## src/rtl/flash_mem_arbiter_pkg.sv

```systemverilog
// Shared definitions for the two-port SPI-flash read arbiter.
// Holds the FSM state encoding and the data word returned on a watchdog completion.
package flash_mem_arbiter_pkg;

   typedef enum logic [1:0] {
      ST_IDLE   = 2'd0,
      ST_GRANT0 = 2'd1,
      ST_GRANT1 = 2'd2,
      ST_DONE   = 2'd3
   } arb_state_e;

   localparam logic [31:0] TIMEOUT_DATA = 32'hFFFF_FFFF;

endpackage

```

## src/rtl/flash_mem_arbiter_wdog.sv

```systemverilog
// Transaction watchdog: down-counter loaded on grant, expiry strobe at terminal count.
// The strobe fires on the TIMEOUT-th cycle the arbiter spends in a grant state.
module flash_arb_wdog #(
   parameter int TIMEOUT = 1024
) (
   input  logic clk,
   input  logic resetn,
   input  logic start,
   input  logic active,
   output logic expired
);

   localparam int               CNT_W    = $clog2(TIMEOUT);
   localparam logic [CNT_W-1:0] CNT_LOAD = CNT_W'(TIMEOUT - 1);
   localparam logic [CNT_W-1:0] CNT_ONE  = CNT_W'(1);

   logic [CNT_W-1:0] cnt_q;
   logic [CNT_W-1:0] cnt_d;

   always_comb begin
      cnt_d = cnt_q;
      if (start) begin
         cnt_d = CNT_LOAD;
      end else if (!active) begin
         cnt_d = '0;
      end else if (cnt_q != '0) begin
         cnt_d = cnt_q - CNT_ONE;
      end
   end

   always_ff @(posedge clk or negedge resetn) begin
      if (!resetn) begin
         cnt_q <= '0;
      end else begin
         cnt_q <= cnt_d;
      end
   end

   assign expired = active && (cnt_q == '0);

endmodule

```

## src/rtl/flash_mem_arbiter.sv

```systemverilog
// Two-port read arbiter in front of spimemio: port 0 has priority, port 1 is
// guaranteed a slot after MAX_BURST port-0 grants, hung reads are completed by a watchdog.
//
// state     | meaning
// ST_IDLE   | choose a requester, register its address, raise flash_valid next cycle
// ST_GRANT0 | flash read in flight for port 0, waiting for flash_ready or watchdog
// ST_GRANT1 | flash read in flight for port 1, waiting for flash_ready or watchdog
// ST_DONE   | one idle cycle after a completion so the requester can drop valid
module flash_mem_arbiter
   import flash_mem_arbiter_pkg::*;
#(
   parameter int MAX_BURST = 4,
   parameter int TIMEOUT   = 1024,
   parameter int ADDR_W    = 24
) (
   input  logic              clk,
   input  logic              resetn,
   input  logic              m0_valid,
   input  logic [ADDR_W-1:0] m0_addr,
   output logic              m0_ready,
   output logic [31:0]       m0_rdata,
   input  logic              m1_valid,
   input  logic [ADDR_W-1:0] m1_addr,
   output logic              m1_ready,
   output logic [31:0]       m1_rdata,
   output logic              flash_valid,
   output logic [ADDR_W-1:0] flash_addr,
   input  logic              flash_ready,
   input  logic [31:0]       flash_rdata,
   output logic              timeout_err
);

   localparam int                 BURST_W   = $clog2(MAX_BURST + 1);
   localparam logic [BURST_W-1:0] BURST_MAX = BURST_W'(MAX_BURST);
   localparam logic [BURST_W-1:0] BURST_ONE = BURST_W'(1);

   arb_state_e        state_q, state_d;
   logic [BURST_W-1:0] burst_q, burst_d;
   logic              flash_valid_q, flash_valid_d;
   logic [ADDR_W-1:0] flash_addr_q, flash_addr_d;
   logic              m0_ready_q, m0_ready_d;
   logic              m1_ready_q, m1_ready_d;
   logic [31:0]       m0_rdata_q, m0_rdata_d;
   logic [31:0]       m1_rdata_q, m1_rdata_d;
   logic              timeout_err_q, timeout_err_d;
   logic [31:0]       done_data;
   logic              wdog_start;
   logic              wdog_active;
   logic              wdog_expired;

   assign wdog_active = (state_q == ST_GRANT0) || (state_q == ST_GRANT1);

   flash_arb_wdog #(
      .TIMEOUT (TIMEOUT)
   ) u_wdog (
      .clk     (clk),
      .resetn  (resetn),
      .start   (wdog_start),
      .active  (wdog_active),
      .expired (wdog_expired)
   );

   always_comb begin
      state_d       = state_q;
      burst_d       = burst_q;
      flash_valid_d = flash_valid_q;
      flash_addr_d  = flash_addr_q;
      m0_ready_d    = 1'b0;
      m1_ready_d    = 1'b0;
      m0_rdata_d    = m0_rdata_q;
      m1_rdata_d    = m1_rdata_q;
      timeout_err_d = timeout_err_q;
      wdog_start    = 1'b0;
      done_data     = flash_ready ? flash_rdata : TIMEOUT_DATA;

      case (state_q)
         ST_IDLE: begin
            if (m1_valid && (!m0_valid || burst_q == BURST_MAX)) begin
               state_d       = ST_GRANT1;
               flash_addr_d  = m1_addr;
               flash_valid_d = 1'b1;
               burst_d       = '0;
               wdog_start    = 1'b1;
            end else if (m0_valid) begin
               state_d       = ST_GRANT0;
               flash_addr_d  = m0_addr;
               flash_valid_d = 1'b1;
               wdog_start    = 1'b1;
               // only grants that made port 1 wait count toward its guaranteed slot
               if (!m1_valid) begin
                  burst_d = '0;
               end else if (burst_q != BURST_MAX) begin
                  burst_d = burst_q + BURST_ONE;
               end
            end else begin
               burst_d = '0;
            end
         end
         ST_GRANT0, ST_GRANT1: begin
            // a real completion on the expiry cycle takes precedence over the watchdog
            if (flash_ready || wdog_expired) begin
               state_d       = ST_DONE;
               flash_valid_d = 1'b0;
               if (!flash_ready) begin
                  timeout_err_d = 1'b1;
               end
               if (state_q == ST_GRANT0) begin
                  m0_ready_d = 1'b1;
                  m0_rdata_d = done_data;
               end else begin
                  m1_ready_d = 1'b1;
                  m1_rdata_d = done_data;
               end
            end
         end
         ST_DONE: begin
            state_d = ST_IDLE;
         end
         default: begin
            state_d = ST_IDLE;
         end
      endcase
   end

   always_ff @(posedge clk or negedge resetn) begin
      if (!resetn) begin
         state_q       <= ST_IDLE;
         burst_q       <= '0;
         flash_valid_q <= 1'b0;
         flash_addr_q  <= '0;
         m0_ready_q    <= 1'b0;
         m1_ready_q    <= 1'b0;
         m0_rdata_q    <= '0;
         m1_rdata_q    <= '0;
         timeout_err_q <= 1'b0;
      end else begin
         state_q       <= state_d;
         burst_q       <= burst_d;
         flash_valid_q <= flash_valid_d;
         flash_addr_q  <= flash_addr_d;
         m0_ready_q    <= m0_ready_d;
         m1_ready_q    <= m1_ready_d;
         m0_rdata_q    <= m0_rdata_d;
         m1_rdata_q    <= m1_rdata_d;
         timeout_err_q <= timeout_err_d;
      end
   end

   assign flash_valid = flash_valid_q;
   assign flash_addr  = flash_addr_q;
   assign m0_ready    = m0_ready_q;
   assign m1_ready    = m1_ready_q;
   assign m0_rdata    = m0_rdata_q;
   assign m1_rdata    = m1_rdata_q;
   assign timeout_err = timeout_err_q;

endmodule

```

## config.mk

```make
export PLATFORM = sky130hd
export DESIGN_NAME = flash_mem_arbiter
export DESIGN_NICKNAME = d
export VERILOG_FILES = /design/src/rtl/flash_mem_arbiter_pkg.sv /design/src/rtl/flash_mem_arbiter_wdog.sv /design/src/rtl/flash_mem_arbiter.sv
export SDC_FILE = /design/constraint.sdc
export NUM_CORES = 1
export LEC_CHECK = 0
export ABC_AREA = 1
export ABC_CLOCK_PERIOD_IN_PS = 2250
export BUFFER_PORTS_ARGS = -buffer_cell sky130_fd_sc_hd__clkbuf_2
export CAP_MARGIN = 40
export CORE_AREA = 2 2 102 104
export CTS_CLUSTER_DIAMETER = 60
export DETAILED_ROUTE_END_ITERATION = 12
export DIE_AREA = 0 0 104 106
export PLACE_DENSITY = 0.87
export SLEW_MARGIN = 20
export SYNTH_ARGS = -nofsm -noshare
export SYNTH_HDL_FRONTEND = slang
export SYNTH_SLANG_ARGS = --single-unit
export TNS_END_PERCENT = 50
```

## constraint.sdc

```tcl
create_clock -name clk -period 2.25 [get_ports clk]
set_input_delay 0.225 -clock clk [delete_from_list [all_inputs] [get_ports clk]]
set_output_delay 0.225 -clock clk [all_outputs]
set_load 0.05 [all_outputs]
```

* Yosys cells after proc, flatten, opt, wreduce, memory -nomap -nowiden
Index checks and enable logic that the tools add are counted.
Storage, ports and cells: register bits 107, bits in latches 0, memory bits (writable) 0, ROM bits 0, bits of input ports 85, output and inout port bits 92, word-level logic and storage cells 69, memories 0
Cells by class: $add $sub $neg 2, multipliers 0, div/mod/pow operators 0, magnitude comparators 0, eq/ne operators 9, shifts and indexed selects 0, muxes and demuxes 27, bitwise logic cells 2, reduce and logical (&&, ||, !) cells 19
Operator list (count):
- $mux 24 | 2
- $mux 32 | 1
- $mux 10 | 3
- $mux 1 | 12
- $mux 3 | 4
- $reduce_and 3->1 | 4
- $logic_not 10->1 | 1
- $reduce_bool 10->1 | 1
- $sub 10x1->10 const B | 1
- $mux 2 | 3
- $ne 3x3->1 const B | 2
- $pmux 2 s3 | 1
- $reduce_and 2->1 | 3
- $eq 2x2->1 const B | 2
- $ne 4x2->1 const B | 1
- $reduce_bool 2->1 | 2
- $add 3x1->3 const B | 1
- $eq 3x3->1 const B | 1
- $logic_or 1x1->1 | 3
- $ne 3x2->1 const B | 1
- $eq 2x1->1 const B | 1
- $logic_and 1x1->1 | 2
- $logic_not 2->1 | 1
- $ne 2x2->1 const B | 1
- 4 further kinds | 5

* Depth between registers and ports, before layout
Gate-level depths: netlist of the first run.
depth in word-level cells 6, depth in mapped cells 11, depth with buffers taken out 10

* Hierarchy
Synthesis of the first run repeated with hierarchy kept, for this count alone.
Unflattened totals: cell total of the unflattened synthesis 636, area total of the unflattened synthesis 5144.9 um^2
By module, submodules not included:
- flash_mem_arbiter | times used 1, cells an instance 550, area an instance 4514.3 um^2, seq. area each 2427.3 um^2
- flash_arb_wdog | times used 1, cells an instance 86, area an instance 630.6 um^2, seq. area each 250.2 um^2

* Worst setup path after synthesis of the first run
No wires, ideal clock.
path type register to register, from register state_q[0], to register m0_rdata_q[10], in the netlist m0_rdata[10], setup time 118 ps, arrival time 1513 ps, slack 619 ps, cell stages (with the launch flop) 11, buffers on the path 1, cells stage by stage dfrtp_1 inv_1 ha_1 nand2_2 nor2_4 nand3_4 nand2_4 nand2_4 buf_2 nand2_1 nand2_1
On the way: longest elaborated chain between the ends 5, elaborated cells on any way between the ends 7, those cells by class 2 x eq/ne; 5 x reduce/logical
RTL lines:
- start, declared | RTL line flash_mem_arbiter.sv:37 | arb_state_e state_q, state_d;
- start signal, assigned | RTL line flash_mem_arbiter.sv:137 | state_q <= state_d;
- $eq 2x1->1 / $eq 2x2->1 (equally long branches) | RTL line flash_mem_arbiter.sv:51, flash_mem_arbiter.sv:76, flash_mem_arbiter.sv:107
- $logic_or 1x1->1 | RTL line flash_mem_arbiter.sv:51 | assign wdog_active = (state_q == ST_GRANT0) || (state_q == ST_GRANT1);
- $logic_and 1x1->1 | RTL line flash_mem_arbiter_wdog.sv:39 | assign expired = active && (cnt_q == '0);
- $logic_or 1x1->1 | RTL line flash_mem_arbiter.sv:101 | if (flash_ready || wdog_expired) begin
- $reduce_and 3->1 (no line) *
- end signal, assigned | RTL line flash_mem_arbiter.sv:143 | m0_rdata_q <= m0_rdata_d;
- end, declared | RTL line flash_mem_arbiter.sv:43 | logic [31:0] m0_rdata_q, m0_rdata_d;
Every way passes the cells marked *; elsewhere a longest branch is shown, timed or not. A chain may end at the register's enable or synchronous reset.

* Worst setup path after layout of the first run
from register state_q[0], to register m1_rdata_q[16], in the netlist m1_rdata[16]
On the way: longest elaborated chain between the ends 5, elaborated cells on any way between the ends 8, those cells by class 2 x eq/ne; 1 x bitwise; 5 x reduce/logical
RTL lines:
- $eq 2x1->1 / $eq 2x2->1 (equally long branches) | RTL line flash_mem_arbiter.sv:51, flash_mem_arbiter.sv:76, flash_mem_arbiter.sv:107
- $logic_or 1x1->1 | RTL line flash_mem_arbiter.sv:51
- $logic_and 1x1->1 | RTL line flash_mem_arbiter_wdog.sv:39
- $logic_or 1x1->1 | RTL line flash_mem_arbiter.sv:101
- $reduce_and 3->1 (no line) *
- end signal, assigned | RTL line flash_mem_arbiter.sv:144 | m1_rdata_q <= m1_rdata_d;
- end, declared | RTL line flash_mem_arbiter.sv:44 | logic [31:0] m1_rdata_q, m1_rdata_d;
Marked as above.

==> results summary, run 1 <==
The endpoint arrival time on the critical path came out at 2290 ps. The number of warnings reported in the yosys synthesis log is 0. The number of distinct library cells after synthesis is 27. The number of design rule violations left after detail routing is 0. The register clock-pin slew on the reported worst setup and hold paths is 100 ps. The synthesized design spends more area on one cell type than any other, namely dfrtp_1. The top achievable clock speed is 489 MHz. The number of DRC markers in iteration 0 came out at ~240. The end point of the most critical hold path is timeout_err$_DFFE_PN0P_. The I/O pin count is roughly 180. For this run, global-route usage on met3 was measured as under 10%. The number of nets in the synthesized netlist is roughly 660. Summed over all failing endpoints, the final setup total negative slack is 0 ps.

The worst hold path begins at flash_ready. After detailed routing, the average wire length per cell comes to 13.6 um. The average instance in the mapped netlist occupies 8.45 um^2. Input and output buffers added on the ports amount to approximately 180. The vias per cell is a little under 5. The total CTS buffers is 9. In this run the cell area of the synthesized design comes to roughly 0.0048 mm^2. The number of cells on the worst hold path came out at 2. The initial antenna violation count came out at 0. The HPWL reported at the end of detailed placement came out at 8.77 mm. The maximum buffer depth of the clock tree came out at 2.

The tree is rooted in a clkbuf_8. The final max-slew violation count came to 0. The number of instances in the synthesized netlist is around 570. The number of flip-flops and latches in the synthesized netlist came out at 107. The final-layout fill cell count came out at 904.

The library cell used most frequently in the layout, excluding fill and tap cells, is nand2_1. Leaving out fill and tap cells, the most frequent cells in the layout are 242 x nand2_1, 175 x clkbuf_2, 107 x dfrtp_1. The starting utilization of the core area came out at 47.8%. The run finished with clean final reports. The worst setup path is captured at a register. The core area came out at between 0.009 and 0.01 mm^2.

The element type at the critical path start is a register. Summed over all layers, the global routing overflow is 0. The number of global-route vias before repair came out at 4189. The synthesized design devotes to its leading area cell type 56.0% of total area. The launch instance of the worst register-to-register path is state_q[0]$_DFFE_PN0P_. The met1 routing resource usage after global routing is a little under 30%.

The number of cells on the worst reg-to-reg path is 10. Of the synthesized area, sequential elements account for between 50% and 60%. The clock tree from TritonCTS is built. Max-cap violations in this run came to 0. The start-to-end type of the worst setup path is reg2reg. The TritonCTS sink count is 107.

The total track usage came out at ~22%. The die extent in x came out at 104 um. At the worst endpoint, the required time is 2490 ps. The met2 usage in global routing is 37.1%. The insertion delay of the later-clocked pin in the worst-skew pair came out at 360 ps. In this run the remaining antenna-violating nets after routing total 0. The area enclosed by the die boundary came out at roughly 0.011 mm^2. The total iterations of the first detailed-routing run came out at 6. The height of the chip is 106 um. Yosys attributes the largest share of cell area to dfrtp_1 56%, nand2_1 19%, o21ai_0 5.2%. The setup slack of the worst register-to-register path came out at 210 ps. Across all layers, the routed design uses ~4400 vias. Setup violations remaining at the end of the flow were counted as 0.

The worst register-to-register path ends at m1_rdata[16]$_DFFE_PN0P_. The fraction of layout cells with a size suffix above 1 is between 30% and 40%. The placer congestion estimate is 0.840. Entering global routing, the biggest net connects 55 pins. The number of standard-cell rows in the floorplan came out at 37.

The number of levels in the clock H-tree came out at 3. Setup repair after global routing left no endpoint under its margin. The clock skew is ~15 ps.

The most utilized layer in the global route result is met2. The post-cts sizing count came out at 0. The minimum clock period came out at 2040 ps. The worst hold path class is in2reg.

0 antenna diodes ended up in the layout. The critical-path maximum fanout came out at 33. The number of endpoints with negative hold slack in the final report came out at 0. The slew of the pin with the lowest slew margin came out at between 600 and 700 ps. The share of the cycle needed by the critical path after routing is 90.9%.

The final net count is 831. The global-route wire length before repair came out at 20.0 mm. The final layout contains routed wiring with a total length of 11.9 mm. The area growth from synthesis to layout is 24.7%.

The relative max-transition margin came out at 55.2%.
state kept, by name, summed over array words and instances (netlist names):
name          cells
state_q           2
m1_rdata         32
flash_valid       1
timeout_err       1
flash_addr       24
u_wdog.cnt_q     10
m1_ready          1
burst_q           3
m0_rdata         32
m0_ready          1
Yosys cell counts, drive strengths merged:
cell type	instances
nor2	34
ha	6
or2	33
clkbuf	10
nand4	1
clkinv	1
buf	14
nand2	246
inv	27
o21bai	1
o21ai	59
a21oi	7
o211ai	2
nor3	2
nand3	11
dfrtp	107
xor2	5
worst max path at each step:
stage	start	endpoint	slack (ps)	cells after the start
2_1_floorplan	state_q[0]$_DFFE_PN0P_	m0_rdata[10]$_DFFE_PN0P_	620	10
3_3_place_gp	burst_q[0]$_DFFE_PN0P_	state_q[0]$_DFFE_PN0P_	140	7
3_5_place_dp	state_q[0]$_DFFE_PN0P_	m1_rdata[16]$_DFFE_PN0P_	230	10
4_1_cts	state_q[0]$_DFFE_PN0P_	m1_rdata[16]$_DFFE_PN0P_	220	10
5_1_grt	state_q[0]$_DFFE_PN0P_	m1_rdata[16]$_DFFE_PN0P_	20	10
6_report	state_q[0]$_DFFE_PN0P_	m1_rdata[16]$_DFFE_PN0P_	210	10
critical path: stages (launching register included):
cell      delay (ps)
dfrtp_1          390
inv_1             70
ha_1             390
nand2_2          120
nor2_4            50
nand3_4          130
nand2_4           80
nand2_4           60
clkinv_2         360
nand2_1          190
nand2_1           70
timing repair:
action / in CTS / in global routing
endpoints found under the hold margin: 16 / 0
buffers inserted: 0 / 0
hold buffers: 1 / 0
logic make-up (layout without fill, tap and decap cells):
group	after synthesis	count (layout)	share of synthesized area (%)
and+or+nand+nor	327	327	28.8
DFF	107	107	56.0
AOI/OAI and AO/OA	69	69	7.45
buffers and inverters	52	231	5.31
adders and majority gates	6	6	1.57
xor gates and xnor gates	5	5	0.915
layout make-up:
cell class,count,area (um^2),area share (%)
multi-input cells,407,1850,31.1
inverters,28,109,1.82
repair buffers,187,972,16.3
clock inverters,6,55.1,0.923
clock buffers,10,128,2.14
well taps,136,170,2.85
flip-flops and latches,107,2680,44.9
per-stage QoR:
step	cells	utilization (%)	worst slack, ps	instance area [um^2]	hold slack (ps)
6_report	881	59.7	205	5970	92.7
5_1_grt	881	59.7	21.5	5970	94.3
4_1_cts	880	59.5	218	5950	72.4
3_5_place_dp	863	57.6	229	5760	397
3_3_place_gp	863	57.6	141	5760	393
2_1_floorplan	566	-	619	4780	-70.6
metal layers:
layer  wire, um  vias to the layer above  part of all wire [%]
met4        214                        0                   1.8
li1           -                     2100                     -
met5          0                        -                     0
met1       4930                     2024                    41
met3       1070                       22                   8.9
met2       5730                      215                    48
Power of run 1 is left out: the tool's default activity adds up to more than one toggle a clock period on the data nets, which glitch-free logic cannot reach.
==> inputs of run 2 (changes only) <==
--- a/config.mk
+++ b/config.mk
@@ -9,11 +9,11 @@
 export ABC_CLOCK_PERIOD_IN_PS = 2250
 export BUFFER_PORTS_ARGS = -buffer_cell sky130_fd_sc_hd__clkbuf_2
 export CAP_MARGIN = 40
-export CORE_AREA = 2 2 102 104
+export CORE_AREA = 2 2 142 144
 export CTS_CLUSTER_DIAMETER = 60
 export DETAILED_ROUTE_END_ITERATION = 12
-export DIE_AREA = 0 0 104 106
-export PLACE_DENSITY = 0.87
+export DIE_AREA = 0 0 144 146
+export PLACE_DENSITY = 0.54
 export SLEW_MARGIN = 20
 export SYNTH_ARGS = -nofsm -noshare
 export SYNTH_HDL_FRONTEND = slang
==> run 2 against run 1 <==
Cell area increased by 5.4%. Die area increased by 91%. Wire length up 7.8%. Clock-buffer cell count grew 1.
==> results summary, run 2 (same netlist as run 1, synthesis figures left out) <==
The vias per cell is just over 4. After global routing the overflow that remains totals 0. The library cells used most frequently in the layout, excluding fill and tap cells, are 242 x nand2_1, 175 x clkbuf_2, 107 x dfrtp_1.

0 antenna diodes ended up in the layout. The area of the multi-input gates came out at 0.00185 mm^2. The total length of routed wires came out at ~13 mm. The mean routed wirelength per cell came out at 12.7 um. STA classifies the critical path startpoint as a register.

In this run the most critical hold path is launched from flash_ready. The final setup violation count is 0. The most common cell after layout, fill and taps aside is nand2_1. Row generation in the floorplan step produced 51 rows.

The total iterations of the first detailed-routing run is 6. The final critical path takes up 87.3% of the cycle. The worst hold path passes through 2 cells. Global routing consumed, over all layers together, about an eighth of the routing resources.

The initial antenna violation count was 0. The detail route stage leaves a number of antenna-violating nets equal to 0. The run finished with clean final reports.

The minimum clock period is approximately 2000 ps. The total of max-cap violations is 0. The number of endpoints with negative hold slack in the final report came out at 0.

The maximum buffer depth of the clock tree is 2. The TritonCTS sink count came out at 107. The most critical setup path has its endpoint at m0_rdata[20]$_DFFE_PN0P_.

The endpoint arrival time on the critical path came out at about 2300 ps. Measured against its own limit, the worst slew margin works out to around half. Routability-driven placement finished with a final weighted congestion of roughly 0.76. The HPWL reported at the end of detailed placement came out at 9.09 mm.

The cell chosen for the clock root is clkbuf_16. The count of input and output buffers is ~180. The number of design rule violations left after detail routing came out at 0.

The insertion delay of the later-clocked pin in the worst-skew pair came out at 350 ps. The data required time at the worst endpoint came out at roughly 2500 ps. The launch point of the worst path is state_q[0]$_DFFE_PN0P_. The detailed-route via count is just over 4000.

The worst setup path is of the reg2reg kind. The die covers 0.0210 mm^2. The number of levels in the clock H-tree is 3. The clock skew came out at between 9 and 10 ps. The number of instances in the placed design is 995. The setup slack of the worst register-to-register path is roughly 280 ps. The number of buffers inserted by post-CTS setup repair is 0. The min-delay analysis places its worst path in the category in2reg.

The layout-stage area growth over the synthesis result is 31.5%. At the end of the flow, the number of nets in the layout was 833. Entering global routing, the biggest net connects between 50 and 60 pins. The critical-path maximum fanout is 33. The number of global-route vias before repair is approximately 4200. STA classifies the critical path endpoint as a register. The total CTS buffers came out at 9.

The register clock-pin slew on the reported worst setup and hold paths came out at 70 ps. The slew of the pin with the lowest slew margin is about 800 ps. The core area came out at just under 0.02 mm^2. The signal on the critical path passes through inv_1 > ha_1 > nand2_2 > nor2_4 > nand3_4 > nand2_4 > nand2_4 > inv_6 > nand2_1 > nand2_1. In the final layout, flip-flops and latches occupy 0.00268 mm^2. The die extent in x is 144 um. The starting utilization of the core area came out at 24.7%. For this run, the slowest stage of the critical path takes 400 ps. In this run the count of I/O pins placed on the die edge is 177. The fraction of layout cells with a size suffix above 1 came out at between 30% and 40%. The top achievable clock speed came out at 509 MHz. The non-filler instance count after layout is 1012. From bottom edge to top edge, the die measures roughly 150 um. The setup total negative slack is 0 ps. The number of DRC markers in iteration 0 is 150. In this run the critical register-to-register path is captured at m0_rdata[20]$_DFFE_PN0P_.

The launch instance of the worst register-to-register path is state_q[0]$_DFFE_PN0P_. The final-layout fill cell count came out at between 2000 and 2500. The largest individual stage delay along the critical path comes from the cell ha_1. Setup repair after global routing left no endpoint under its margin. The final max-slew violation count was 0. The path depth of the worst reg2reg path is 10. The first global-routing pass estimated 21.5 mm of wire. The post-route worst hold slack is 88.9 ps. The clock tree from TritonCTS is built.
run 2: how the worst min path moves through the flow:
stage	slack, ps	endpoint
2_1_floorplan	-70	burst_q[0]$_DFFE_PN0P_
3_3_place_gp	200	m1_rdata[14]$_DFFE_PN0P_
3_5_place_dp	200	m1_rdata[14]$_DFFE_PN0P_
4_1_cts	70	timeout_err$_DFFE_PN0P_
5_1_grt	90	timeout_err$_DFFE_PN0P_
6_report	90	timeout_err$_DFFE_PN0P_
run 2: per-stage QoR:
stage / setup WS [ps] / cell area, um^2 / util (%)
5_1_grt: 68.5 / 6290 / 32.5
6_report: 285 / 6290 / 32.5
3_3_place_gp: 197 / 5960 / 30.8
2_1_floorplan: 619 / 4780 / -
4_1_cts: 149 / 6290 / 32.5
3_5_place_dp: 166 / 5960 / 30.8
run 2: what timing repair did:
action | CTS | global route
setup endpoints to repair | 0 | 10
endpoints found under the hold margin | 28 | 0
gates resized for setup | 0 | 2
hold buffers | 1 | 0
run 2: per-layer routing:
metal	global-route usage, %	wire length, um
met3	4.05	1010
met2	20.0	5690
met4	3.53	157
met1	17.1	6020
met5	0	0
run 2: cell type report:
type,count,area share (%)
clock buffers,11,4.02
clock inverters,5,1.07
inverters,28,1.79
multi-input cells,407,29.4
flip-flops and latches,107,42.6
well taps,265,5.27
repair buffers,189,15.8
run 2: critical path: cells and delay by family, from the launching register on:
family                   cells  cell delay, ps
buffers and inverters        2             350
adder cells (fa/ha/maj)      1             400
flip-flops                   1             370
AND/OR/NAND/NOR              7             780
Power of run 2 is left out for the same reason.
